==> src/rtl/offchip_rx_unpack_if.sv <==
// rtl/offchip_rx_unpack_if.sv - link-side and word-side signal bundle for offchip_rx_unpack
// The link_par signal exists only when OFFCHIP_RX_PARITY_EN is defined.
interface offchip_rx_unpack_if;
    logic [15:0] link_data;
    logic        link_valid;
`ifdef OFFCHIP_RX_PARITY_EN
    logic        link_par;
`endif
    logic        credit_ret;
    logic [63:0] data_out;
    logic        valid_out;
    logic        ready;

`ifdef OFFCHIP_RX_PARITY_EN
    modport master (output link_data, link_valid, link_par, ready,
                    input  credit_ret, data_out, valid_out);
    modport slave  (input  link_data, link_valid, link_par, ready,
                    output credit_ret, data_out, valid_out);
`else
    modport master (output link_data, link_valid, ready,
                    input  credit_ret, data_out, valid_out);
    modport slave  (input  link_data, link_valid, ready,
                    output credit_ret, data_out, valid_out);
`endif
endinterface

==> src/rtl/offchip_rx_unpack.sv <==
// rtl/offchip_rx_unpack.sv - off-chip flit receiver: credit-managed flit FIFO plus 4-flit to 64-bit reassembly
// Optional link parity checking is enabled by defining OFFCHIP_RX_PARITY_EN.
module offchip_rx_unpack #(
    parameter int DEPTH       = 8,
    parameter int CREDIT_GRAN = 4
) (
    input  logic                  clk,
    input  logic                  rst,
    offchip_rx_unpack_if.slave    rx,
`ifdef OFFCHIP_RX_PARITY_EN
    output logic                  par_err,
`endif
    output logic                  overflow_err
);
    localparam int AW = $clog2(DEPTH);
    localparam int PW = AW + 1;
    localparam int CW = $clog2(CREDIT_GRAN);

    typedef enum logic [2:0] {S_COL0, S_COL1, S_COL2, S_COL3, S_HOLD} state_t;

    state_t         state_q, state_d;
    logic [15:0]    mem_q [DEPTH];
    logic [PW-1:0]  wr_ptr_q, rd_ptr_q;
    logic [CW-1:0]  pop_cnt_q;
    logic           credit_q;
    logic [47:0]    lane_q;
    logic [63:0]    data_out_q;
    logic           overflow_q;
    logic           full, empty, push, pop;
    logic [15:0]    flit;

    // Pointers carry one extra wrap bit, so full means "same slot, opposite lap".
    assign full  = ((wr_ptr_q ^ rd_ptr_q) == PW'(DEPTH));
    assign empty = (wr_ptr_q == rd_ptr_q);
    assign push  = rx.link_valid && !full;
    assign flit  = mem_q[rd_ptr_q[AW-1:0]];

    always_ff @(posedge clk) begin
        if (rst) state_q <= S_COL0;
        else     state_q <= state_d;
    end

    always_comb begin
        state_d = state_q;
        pop     = 1'b0;
        case (state_q)
            S_COL0: if (!empty) begin pop = 1'b1; state_d = S_COL1; end
            S_COL1: if (!empty) begin pop = 1'b1; state_d = S_COL2; end
            S_COL2: if (!empty) begin pop = 1'b1; state_d = S_COL3; end
            S_COL3: if (!empty) begin pop = 1'b1; state_d = S_HOLD; end
            S_HOLD: if (rx.ready) state_d = S_COL0;
            default: state_d = S_COL0;
        endcase
    end

    always_ff @(posedge clk) begin
        if (push) mem_q[wr_ptr_q[AW-1:0]] <= rx.link_data;
    end

    always_ff @(posedge clk) begin
        if (rst) begin
            wr_ptr_q   <= '0;
            rd_ptr_q   <= '0;
            pop_cnt_q  <= '0;
            credit_q   <= 1'b0;
            lane_q     <= '0;
            data_out_q <= '0;
            overflow_q <= 1'b0;
        end else begin
            if (push) wr_ptr_q <= wr_ptr_q + 1'b1;
            if (pop) begin
                rd_ptr_q  <= rd_ptr_q + 1'b1;
                pop_cnt_q <= pop_cnt_q + 1'b1;
            end
            credit_q <= pop && (pop_cnt_q == CW'(CREDIT_GRAN - 1));
            if (rx.link_valid && full) overflow_q <= 1'b1;
            if (pop) begin
                case (state_q)
                    S_COL0: lane_q[15:0]  <= flit;
                    S_COL1: lane_q[31:16] <= flit;
                    S_COL2: lane_q[47:32] <= flit;
                    // Lane 3 bypasses lane_q so the word is complete on this same edge.
                    S_COL3: data_out_q <= {flit[15:8], lane_q[47:40], lane_q[31:24], lane_q[15:8],
                                           flit[7:0],  lane_q[39:32], lane_q[23:16], lane_q[7:0]};
                    default: ;
                endcase
            end
        end
    end

`ifdef OFFCHIP_RX_PARITY_EN
    logic par_err_q;

    always_ff @(posedge clk) begin
        if (rst)                                          par_err_q <= 1'b0;
        else if (push && !(^{rx.link_data, rx.link_par})) par_err_q <= 1'b1;
    end

    assign par_err = par_err_q;
`endif

    assign rx.valid_out  = (state_q == S_HOLD);
    assign rx.data_out   = data_out_q;
    assign rx.credit_ret = credit_q;
    assign overflow_err  = overflow_q;
endmodule

==> src/flat_wrapper.sv <==
// flat-port wrapper written by rule: the top's interface ports become plain ports
module offchip_rx_unpack_flat 
#(
    parameter int DEPTH       = 8,
    parameter int CREDIT_GRAN = 4
)
  (clk, rst, overflow_err, rx_link_data, rx_link_valid, rx_ready, rx_credit_ret, rx_data_out, rx_valid_out);
  offchip_rx_unpack_if rx_i ();
  input  logic clk;
  input  logic rst;
  output logic overflow_err;
  input wire logic [$bits(rx_i.link_data)-1:0] rx_link_data;
  input wire logic [$bits(rx_i.link_valid)-1:0] rx_link_valid;
  input wire logic [$bits(rx_i.ready)-1:0] rx_ready;
  output wire logic [$bits(rx_i.credit_ret)-1:0] rx_credit_ret;
  output wire logic [$bits(rx_i.data_out)-1:0] rx_data_out;
  output wire logic [$bits(rx_i.valid_out)-1:0] rx_valid_out;
  assign rx_i.link_data = rx_link_data;
  assign rx_i.link_valid = rx_link_valid;
  assign rx_i.ready = rx_ready;
  assign rx_credit_ret = rx_i.credit_ret;
  assign rx_data_out = rx_i.data_out;
  assign rx_valid_out = rx_i.valid_out;
  offchip_rx_unpack #(.DEPTH(DEPTH), .CREDIT_GRAN(CREDIT_GRAN)) u_core (.clk(clk), .rst(rst), .rx(rx_i), .overflow_err(overflow_err));
endmodule
==> config.mk <==
export PLATFORM = sky130hd
export DESIGN_NAME = offchip_rx_unpack_flat
export DESIGN_NICKNAME = d
export VERILOG_FILES = /design/src/rtl/offchip_rx_unpack_if.sv /design/src/rtl/offchip_rx_unpack.sv /design/src/flat_wrapper.sv
export SDC_FILE = /design/constraint.sdc
export NUM_CORES = 1
export LEC_CHECK = 0
export CORE_ASPECT_RATIO = 0.5
export CORE_UTILIZATION = 45
export DETAILED_ROUTE_END_ITERATION = 7
export PLACE_DENSITY = 0.67
export SETUP_SLACK_MARGIN = 0.5
export SYNTH_ARGS = -nofsm -noshare
export SYNTH_HDL_FRONTEND = slang
export SYNTH_SLANG_ARGS = --single-unit
==> constraint.sdc <==
create_clock -name clk -period 2.55 [get_ports clk]
set_input_delay 0.51 -clock clk [delete_from_list [all_inputs] [get_ports clk]]
set_output_delay 0.51 -clock clk [all_outputs]
set_load 0.03 [all_outputs]
* Word-level counts from Yosys, hierarchy flattened
Memories as Yosys holds them, arrays and structs flattened. A register that Yosys moved wholly into a read port is not among the register bits. Index checks and enable logic that the tools add are counted.
Storage, ports and cells: logic and storage cells 50, flip-flop bits (word level) 127, output and inout bits 67, memories kept 1, memory bits (writable) 128
Memory list:
- u_core.mem_q | words 8, width 16, read ports 1, clocked after Yosys merged registers in 1, write ports 1, RTL line offchip_rx_unpack.sv:22 | logic [15:0] mem_q [DEPTH];
Cells by class: add/subtract/negate cells 3, reductions and logical operators 11, bitwise operators 1, mux-type cells 12, equality and inequality tests 12
Operator list (count):
- two-way mux 3 bit | 7
- one-hot mux 3 bit (5 select lines) | 1
- inequality test 2 bit, second input constant | 5
- adder 4 x 1 -> 4 bit, second input constant | 2
- AND reduction 2 bit | 4
- == test 3 x 2 -> 1 bit, second input constant | 2
- AND reduction 5 bit | 1
- == test 4 bit | 1
- == test 4 bit, second input constant | 1
- two-way mux 1 bit | 4
- OR reduction 4 bit | 1
- bitwise XOR 4 bit | 1
- == test 3 x 1 -> 1 bit, second input constant | 1
- == test 3 bit, second input constant | 1
- logical AND 1 bit | 3
- logical NOT 3 bit | 1
- adder 2 x 1 -> 2 bit, second input constant | 1
- == test 2 bit, second input constant | 1
- logical NOT 1 bit | 1

* Logic depth before layout (Yosys ltp)
Gate-level depths: netlist (run 1).
depth in word-level cells 6, gate-level depth with buffers 7

* Least setup slack after synthesis (run 1)
Ideal clock, no wire load.
path kind register to register, start register u_core.wr_ptr_q[1], end memory u_core.mem_q[4][0] (enable), slack -0.264 ns, stages on the path, launching flop included 6, period minus slack after synthesis 2.814 ns, data arrival time 2.405 ns, path through dfxtp_1 -> buf_6 -> xor2_1 -> o41ai_4 -> or2_1 -> nor3_1
On the way: longest elaborated chain between the ends 6
RTL lines:
- from (decl) | RTL line offchip_rx_unpack.sv:23 | logic [PW-1:0] wr_ptr_q, rd_ptr_q;
- from (signal assigned) | RTL line offchip_rx_unpack.sv:70 | if (push) wr_ptr_q <= wr_ptr_q + 1'b1;
- bitwise XOR 4 bit | RTL line offchip_rx_unpack.sv:33 | assign full = ((wr_ptr_q ^ rd_ptr_q) == PW'(DEPTH));
- == test 4 bit | RTL line offchip_rx_unpack.sv:33
- logical NOT 1 bit | RTL line offchip_rx_unpack.sv:35 | assign push = rx.link_valid && !full;
- logical AND 1 bit | RTL line offchip_rx_unpack.sv:35
- two-way mux 1 bit | RTL line offchip_rx_unpack.sv:57 | if (push) mem_q[wr_ptr_q[AW-1:0]] <= rx.link_data;
- two-way mux 1 bit (implied by the code) | RTL line offchip_rx_unpack.sv:57
- to (decl) | RTL line offchip_rx_unpack.sv:22
Several ways; a longest one is shown, not always the timed one.

* Final worst setup path (run 1)
start register u_core.data_out_q[43], in the netlist u_core.rx.data_out[43], end output rx_data_out[43]
RTL lines:
- from (decl) | RTL line offchip_rx_unpack.sv:27 | logic [63:0] data_out_q;
- from (signal assigned) | RTL line offchip_rx_unpack.sv:83 | S_COL3: data_out_q <= {flit[15:8], lane_q[47:40], lane_q[31:24], lane_q[15:8],
- to (decl) | RTL line flat_wrapper.sv:16 | output wire logic [$bits(rx_i.data_out)-1:0] rx_data_out;
No word-level cell between the ends.

==> impl_metrics.toml, run 1 <==
[sta]
relSlewSlack_pct = 17.6
fin_setup_tns_ns = 0
final_hold_viol_count = 0
rsz0062_at_grt = "true"
fin_crit_ns = 2.02
worst_slack_ns = 0.532
holdWs_ns = 0.464
finalSetupViolations = 0
drv_slew = 0
finalClockSkew_ns = 0.0208
period_share_pct = 79.1
fmax_ghz = 0.495
worst_slew_pin_slew_ns = 1.23

[power]
power_mw = 14.0
p_leak_nw = 4.62
power.density_mw_per_mm2 = 1100
power.switching_mw = 5.57
p_clk_share_pct = 23.8
internal_power_mw = 8.42
seqPwrFrac_pct = 37.0
combPwrFrac_pct = 39.2
peakVddDrop_uv = 1100
swShare_pct = 39.8

[final_layout]
final_common_cell = "edfxtp_1"
fillers = 1827
layout-drive-gt1-share_pct = 21.7
n_antenna_cell = 0
fin_util_pct = 55.8
final_cell_mix = "edfxtp_1, dfxtp_1, a21oi_1"
nets = 900
syn_to_final_growth_pct = 21.3

[die]
die_w_um = 218
coreArea_sq_mm = 0.0229
rows = 39
ios = 87
die_area_sq_mm = 0.0241
initial_core_util_pct = 46.0
die_h_um = 110

[critical_path]
cp_slowest_cell = "clkdlybuf4s50_1"
worstSetupPathType = "flip-flop to output pin"
crit_required_ns = 2.04
cp_top_family = "buffers and inverters"
crit_arrival_ns = 1.51
cp_num_buf_inv = 1
path_cells = "clkdlybuf4s50_1"
critical_path.max_fanout = 2
critPathMaxStageDelay_ns = 0.67
critical_path.startpoint_type = "flip-flop"
cp-end-kind = "output pin"

[global_route]
grt_pass1_vias = 6714
grt_use_total_pct = 20.4
grt_pass1_wl_um = 38400
grt_overflow = 0
grt_max_degree = 116
antenna_found_initial = 0

[logic_synthesis]
synth_cell_types = 39
syn-instance-count = 813
syn_area_per_cell_sq_um = 13.0
ys_seq_area_share_pct = 61.2
ys_warn_count = 0
yosys.area.top_type = "edfxtp_1"
synth_fp_nets = 836
synth_top_area_share_pct = 36.5
syn-cell-area_sq_mm = 0.0105
synth-seq-cells = 258
synthTopCellsByArea = "edfxtp_1, dfxtp_1, mux4_2"

[place]
routabilityCongestion = 0.759
pre_cts_ws_ns = 0.292
port_buffers = 86
hpwl_um = 14500

[clock_network]
cts_htree_levels = 1
cts_buffers = 24
clk_latency_ns = 0.53
cts_sinks = 258
cts_tree = "yes"
clk_pin_slew_ns = 0.06
cts_root_buf = "clkbuf_16"
cts.path.max_buffers = 3
cts_hold_buffers = 0

[detailed_routing]
met2_wirelength_um = 12000
first_iter_violations = 681
wl_per_cell_um = 21.6
vias = 7194
routed_wl_um = 25900
routed_via_density = 5.99
ant_nets = 0
first_pass_iters = 5
dr_wl_met3_um = 1630
drc = 0
wl_met1_um = 12000
top_layer = "met4"

[worst_hold_path]
hold_path_class = "flip-flop to flip-flop"

[flow_run]
max_cap_violations = 0

[outcome]
status = "completed"
-- layer usage --
metal	GRT usage [%]	vias to the layer above
met5	0	-
met4	3.85	0
met3	2.91	31
met2	31.1	243
met1	31.0	3611
li1	-	3309
-- what timing repair did --
item | in CTS | in global routing
buffers inserted | 2 | 3
gates cloned | 2 | 6
pin swaps | 1 | 2
endpoints found under the hold margin | 0 | 0
gates resized for setup | 43 | 50
endpoints found under the setup margin | 165 | 191
-- layout make-up --
class / count / area (sq um) / share of cell area (%)
inverters: 6 / 30.0 / 0.235
repair buffers: 128 / 1410 / 11.1
clock inverters: 13 / 81.3 / 0.637
multi-input cells: 459 / 3760 / 29.5
clock buffers: 30 / 643 / 5.04
flip-flops and latches: 258 / 6460 / 50.6
well taps: 307 / 384 / 3.01
-- synth_stat cells, drive strengths merged --
cell    number
o41ai        2
nand3        2
nand4       49
edfxtp     128
buf         33
nor2b        1
or2          1
mux4        32
ha           3
o31ai       48
clkbuf      57
o21ai        3
a41oi        2
nand2b       3
xor2         5
mux2        17
a31oi       32
nor2        16
inv          6
xnor2        7
mux2i        1
dfxtp      130
a21oi       89
nor4        34
nor3b        1
nor3       100
nand2        7
or3          4
-- logic make-up (layout without fill, tap and decap cells) --
kind of cell	Yosys count	in the layout	share of synthesized area, %
AOI/OAI and AO/OA	176	176	10.5
xor gates and xnor gates	12	12	1.14
adders and majority gates	3	3	0.356
buffers and inverters	96	177	4.50
DFF	258	258	61.2
muxes	50	50	8.76
and+or+nand+nor	218	218	13.6
-- worst register-to-register path: stages (launching register included) --
cell and delay (ns):
dfxtp_1 0.45, xor2_2 0.17, o41ai_4 0.48, buf_4 0.22, nor3_4 0.05, buf_4 0.20, mux2_1 0.32
-- sequential cells by signal (all words and copies together) (netlist names), named ones only --
register and count:
u_core.lane_q 48, u_core.mem_q 128, u_core.overflow_err 1, u_core.pop_cnt_q 2
u_core.rd_ptr_q 4, u_core.rx.credit_ret 1, u_core.rx.data_out 64, u_core.state_q 3
u_core.wr_ptr_q 4
-- power groups by stage --
| stage | Sequential [mW] | Combinational, mW | Clock [mW] |
|---|---|---|---|
| after floorplan | 5.13 | 3.74 | 0 |
| after global placement | 5.20 | 4.61 | 0 |
| after detailed placement | 5.22 | 4.68 | 0 |
| after CTS | 5.14 | 4.90 | 3.38 |
| after global routing | 5.23 | 5.82 | 3.54 |
| final | 5.17 | 5.48 | 3.33 |
-- stage by stage --
step,cell area (sq um),instances
finish,12800,1201
global route,12800,1201
CTS,12500,1192
detailed placement,11700,1145
global placement,11700,1145
floorplan,10600,813
-- final timing paths --
path,end,slack [ns],start,cells after the start
worst max-delay path,rx_data_out[43],0.53,u_core.rx.data_out[43],1
worst min-delay path,u_core.rx.data_out[54],0.46,u_core.rx.data_out[54],2
worst max register to register,u_core.wr_ptr_q[3],0.56,u_core.rd_ptr_q[2],6
worst min register to register,u_core.rx.data_out[54],0.46,u_core.rx.data_out[54],2
No activity file was read; power rests on OpenSTA's default activity.
==> inputs of run 2 (changes only) <==
- clock period: 2.55 -> 1.8 ns (I/O delays scaled with it)
==> run 2 against run 1 <==
The flow now finishes with violations (setup timing). Clock skew decreased by 0.0062 ns. Setup slack worse by 0.64 ns. Sequential power rose by 40%. Largest power group unchanged. Wire length grew 6.7%. Sequential share of layout area decreased by 4.8 points. Register-to-register slack got worse by 0.67 ns. Highest routed layer unchanged. Critical path depth rose by 6. Global-route usage increased by 0.31 points. Via count rose by 4.4%.
==> impl_metrics.toml, run 2 (same netlist as run 1, synthesis figures left out) <==
[outcome]
status = "complete, but fails checks"
violations = "setup timing"

[die]
die_area_sq_mm = 0.0241
die_w_um = 218
coreArea_sq_mm = 0.0229
ios = 87
initial_core_util_pct = 46.0
die_h_um = 110
rows = 39

[global_route]
grt_pass1_vias = 6924
grt_use_total_pct = 20.7
grt_pass1_wl_um = 38800
grt_overflow = 0
grt_max_degree = 85
antenna_found_initial = 0

[detailed_routing]
ant_nets = 0
wl_per_cell_um = 21.9
first_iter_violations = 643
routed_wl_um = 27700
routed_via_density = 5.96
vias = 7509
first_pass_iters = 5
drc = 0

[place]
hpwl_um = 14400
routabilityCongestion = 0.758
port_buffers = 86
placed_cells = 1160

[worst_hold_path]
hold_path_class = "input port to flip-flop"

[critical_path]
cp_slowest_cell = "o41ai_4"
critical_path.startpoint_type = "flip-flop"
crit_top_cell = "buf_6"
critical_path.max_fanout = 8
crit_required_ns = 2.07
worstSetupPathType = "flip-flop to flip-flop"
r2r-end = "u_core.mem_q[0][10]"
startpoint = "u_core.rd_ptr_q[0]"
cp-end-kind = "flip-flop"
rrSetupSlack_ns = -0.11
crit_arrival_ns = 2.18
rr_worst_depth = 7
crit_end = "u_core.mem_q[0][10]"
critPathMaxStageDelay_ns = 0.43
path_cells = "xor2_4 > o41ai_4 > nand2b_4 > buf_6 > nor3_4 > buf_6 > buf_16"
r2r-start = "u_core.rd_ptr_q[0]"

[final_layout]
final_cell_mix = "edfxtp_1, a21oi_1, buf_6"
syn_to_final_growth_pct = 36.3
n_antenna_cell = 0
fin_cells = 1260
layout-drive-gt1-share_pct = 47.4
nets = 960
final_common_cell = "edfxtp_1"
largest_register_ffs = 128

[clock_network]
cts_root_buf = "clkbuf_16"
clk_pin_slew_ns = 0.07
cts_htree_levels = 1
cts_tree = "yes"
cts.path.max_buffers = 3
clk_latency_ns = 0.52
cts_sinks = 258
cts_buffers = 23

[flow_run]
max_cap_violations = 0

[sta]
finalSetupViolations = 140
fmax_ghz = 0.524
rsz0062_at_grt = "true"
period_share_pct = 106
worst_slack_ns = -0.108
drv_slew = 0
finalClockSkew_ns = 0.0145
relSlewSlack_pct = 67.1
holdWs_ns = 0.228
fin_crit_ns = 1.91
final_hold_viol_count = 0
fin_setup_tns_ns = -6.69
worst_slew_pin_slew_ns = 0.493

[power]
p_leak_nw = 4.79
peakVddDrop_uv = 938
power.density_mw_per_mm2 = 1540
## run 2: cell types whose count changed in the layout (fill, tap and decap cells not counted), sizes merged
cell,change
buf,+122
bufinv,+1
clkbuf,+5
clkdlybuf4s50,-1
clkinv,-4
clkinvlp,-1
dlygate4sd2,-41
dlymetal6s2s,-24
inv,+2
## run 2: worst min-delay path by stage
stage,start,end,slack [ns],cells after the start
finish,rst,u_core.rd_ptr_q[0],0.23,2
CTS,rst,u_core.wr_ptr_q[1],0.21,2
global route,rst,u_core.wr_ptr_q[2],0.23,2
global placement,u_core.pop_cnt_q[1],u_core.pop_cnt_q[1],0.45,2
detailed placement,u_core.rx.data_out[50],u_core.rx.data_out[50],0.46,2
floorplan,u_core.pop_cnt_q[1],u_core.pop_cnt_q[1],0.44,2
## run 2: report_power, final
group | internal, mW | switching, mW
logic | 3.94 | 6.10
clock network | 2.63 | 2.18
registers | 6.81 | 0.416
## run 2: critical path: cells and delay by family (launching register included)
family / cells / cell delay [ns]
simple gates: 2 / 0.28
flops: 1 / 0.37
xor+xnor: 1 / 0.20
buf+inv: 3 / 0.39
compound gates: 1 / 0.43
## run 2: timing repair
item / CTS / global route
hold buffers: 0 / 0
pin swaps: 9 / 15
buffers inserted: 18 / 26
resized for setup: 567 / 34
setup endpoints to repair: 324 / 325
gates cloned: 5 / 10
## run 2: cell type report
| class | count | area [sq um] |
|---|---|---|
| inverters | 6 | 30.0 |
| well taps | 307 | 384 |
| repair buffers | 189 | 2380 |
| multi-input cells | 459 | 4280 |
| flip-flops and latches | 258 | 6560 |
| fillers | 1637 | 8530 |
| clock inverters | 11 | 83.8 |
| clock buffers | 30 | 632 |
## run 2: routing by layer
metal / vias up / track usage (%) / share of wire, %
li1: 3436 / - / -
met1: 3823 / 29.7 / 45
met3: 40 / 2.83 / 4.7
met4: 0 / 4.95 / 1.8
met2: 210 / 33.4 / 48
met5: - / 0 / 0
## run 2: metrics by stage
| step | util, % | cell area (sq um) | total power [mW] | setup slack, ns |
|---|---|---|---|---|
| finish | 62.7 | 14400 | 22.1 | -0.108 |
| detailed placement | 54.3 | 12400 | 15.6 | -0.202 |
| global route | 62.7 | 14400 | 23.0 | -0.148 |
| floorplan | - | 11100 | 13.6 | -0.186 |
| global placement | 54.3 | 12400 | 15.5 | -0.178 |
| CTS | 60.1 | 13700 | 20.7 | -0.0526 |
==> inputs of run 3 (changes only) <==
- CTS_BUF_LIST: unset -> sky130_fd_sc_hd__clkbuf_4
- SETUP_SLACK_MARGIN: 0.5 -> unset
==> run 3 against run 2 <==
The flow still finishes with violations (setup timing). Core utilization is 0.72 points lower. Fmax hardly changed. Final area down 1.2%. Combinational power grew 16%. First-iteration DRC count shrank 7.9%. Hold slack got worse by 0.12 ns. Clock-buffer cell count rose by 53. Setup slack about the same. Via count increased by 1.8%. Clock power decreased by 8.1%. Highest routed layer unchanged.
==> impl_metrics.toml, run 3 (same netlist as run 1, synthesis figures left out) <==
[final_layout]
largest_register_ffs = 128
nets = 982
layout-drive-gt1-share_pct = 44.3
final_common_cell = "edfxtp_1"
final_cell_mix = "edfxtp_1, dfxtp_1, a21oi_1"
final_area_sq_mm = 0.0142
fin_cells = 1302
fillers = 1663
fin_util_pct = 62.0
syn_to_final_growth_pct = 34.7

[die]
rows = 39
initial_core_util_pct = 46.0
die_area_sq_mm = 0.0241
die_h_um = 110
ios = 87
coreArea_sq_mm = 0.0229
die_w_um = 218

[worst_hold_path]
hold_path_class = "input port to flip-flop"

[detailed_routing]
vias = 7644
ant_nets = 0
drc = 0
routed_wl_um = 27800
first_pass_iters = 5
routed_via_density = 5.87
wl_per_cell_um = 21.4
first_iter_violations = 592

[power]
power_mw = 23.3
peakVddDrop_uv = 988
internal_power_mw = 13.8
p_clk_share_pct = 19.0
combPwrFrac_pct = 49.9
power.density_mw_per_mm2 = 1640
swShare_pct = 40.8
power.switching_mw = 9.49
p_leak_nw = 4.63
seqPwrFrac_pct = 31.1

[sta]
worst_slew_pin_slew_ns = 0.930
rsz0062_at_grt = "true"
relSlewSlack_pct = 38.0
fmax_ghz = 0.524
finalSetupViolations = 82
finalClockSkew_ns = 0.0417
period_share_pct = 106
fin_setup_tns_ns = -2.52
drv_slew = 0
worst_slack_ns = -0.109
final_hold_viol_count = 0
fin_crit_ns = 1.91

[critical_path]
cp-end-kind = "flip-flop"
crit_required_ns = 2.41
critical_path.max_fanout = 8
worstSetupPathType = "flip-flop to flip-flop"
critical_path.startpoint_type = "flip-flop"
crit_arrival_ns = 2.51

[clock_network]
cts_sinks = 258
cts_htree_levels = 2
cts_buffers = 58
cts_hold_buffers = 0
clk_pin_slew_ns = 0.08
clk_latency_ns = 0.69
cts.path.max_buffers = 3
cts_root_buf = "clkbuf_4"
cts_tree = "yes"

[global_route]
grt_max_degree = 59
grt_use_total_pct = 21.1
grt_pass1_vias = 7128
grt_pass1_wl_um = 39200
antenna_found_initial = 1
grt_overflow = 0

[outcome]
violations = "setup timing"
status = "complete, but fails checks"

[place]
hpwl_um = 15000
routabilityCongestion = 0.760
port_buffers = 86
placed_cells = 1167
place_area_sq_mm = 0.0121

[flow_run]
max_cap_violations = 0
[run 3: routing by layer]
layer  part of all wire, %  routed length (um)  track usage (%)  vias to the layer above
li1                      -                   -                -                     3520
met1                    44               12300             29.7                     3846
met2                    49               13600             32.8                      257
met3                   5.8                1620             4.44                       21
met4                   1.1                 295             6.49                        0
met5                     0                   0                0                        -
[run 3: power groups by stage]
stage / Sequential (mW) / Clock (mW) / Combinational (mW)
after detailed placement: 7.31 / 0 / 7.35
after floorplan: 7.28 / 0 / 5.31
final: 7.23 / 4.42 / 11.6
after CTS: 7.19 / 4.50 / 8.22
after global placement: 7.29 / 0 / 7.26
after global routing: 7.28 / 4.82 / 12.1
[run 3: cell type report]
type,instances,area [sq um],area share [%]
clock buffer,83,623,4.39
antenna,4,10.0,0.0705
clock inverter,9,63.8,0.450
inverter,6,30.0,0.212
tap,307,384,2.71
multi-input combinational,459,4490,31.7
timing repair buffer,176,2100,14.8
sequential,258,6480,45.7
[run 3: what timing repair did]
item,in CTS,in global routing
gates resized for setup,227,136
gates cloned,1,18
endpoints found under the setup margin,167,145
buffers inserted,5,15
pin swaps,7,66
[run 3: per-stage QoR]
step	hold WS [ns]	setup slack, ns
after floorplan	0.440	-0.186
after global placement	0.448	-0.183
after detailed placement	0.461	-0.195
after CTS	0.0420	-0.0832
after global routing	0.0712	-0.190
final	0.111	-0.109
[run 3: path summary, 6_finish.rpt]
path,end,slack [ns],cells past startpoint,from
setup reg to reg,u_core.lane_q[7],-0.11,7,u_core.rd_ptr_q[1]
setup / recovery,u_core.lane_q[7],-0.11,7,u_core.rd_ptr_q[1]
hold reg to reg,u_core.rx.data_out[48],0.47,2,u_core.rx.data_out[48]
hold / removal,u_core.wr_ptr_q[1],0.11,2,rst
[run 3: critical path, stage by stage (launching register included)]
cell	delay, ns
dfxtp_4	0.38
xor2_4	0.21
o41ai_4	0.42
buf_6	0.20
clkbuf_16	0.18
clkbuf_16	0.18
nor3_2	0.05
nor3_1	0.23
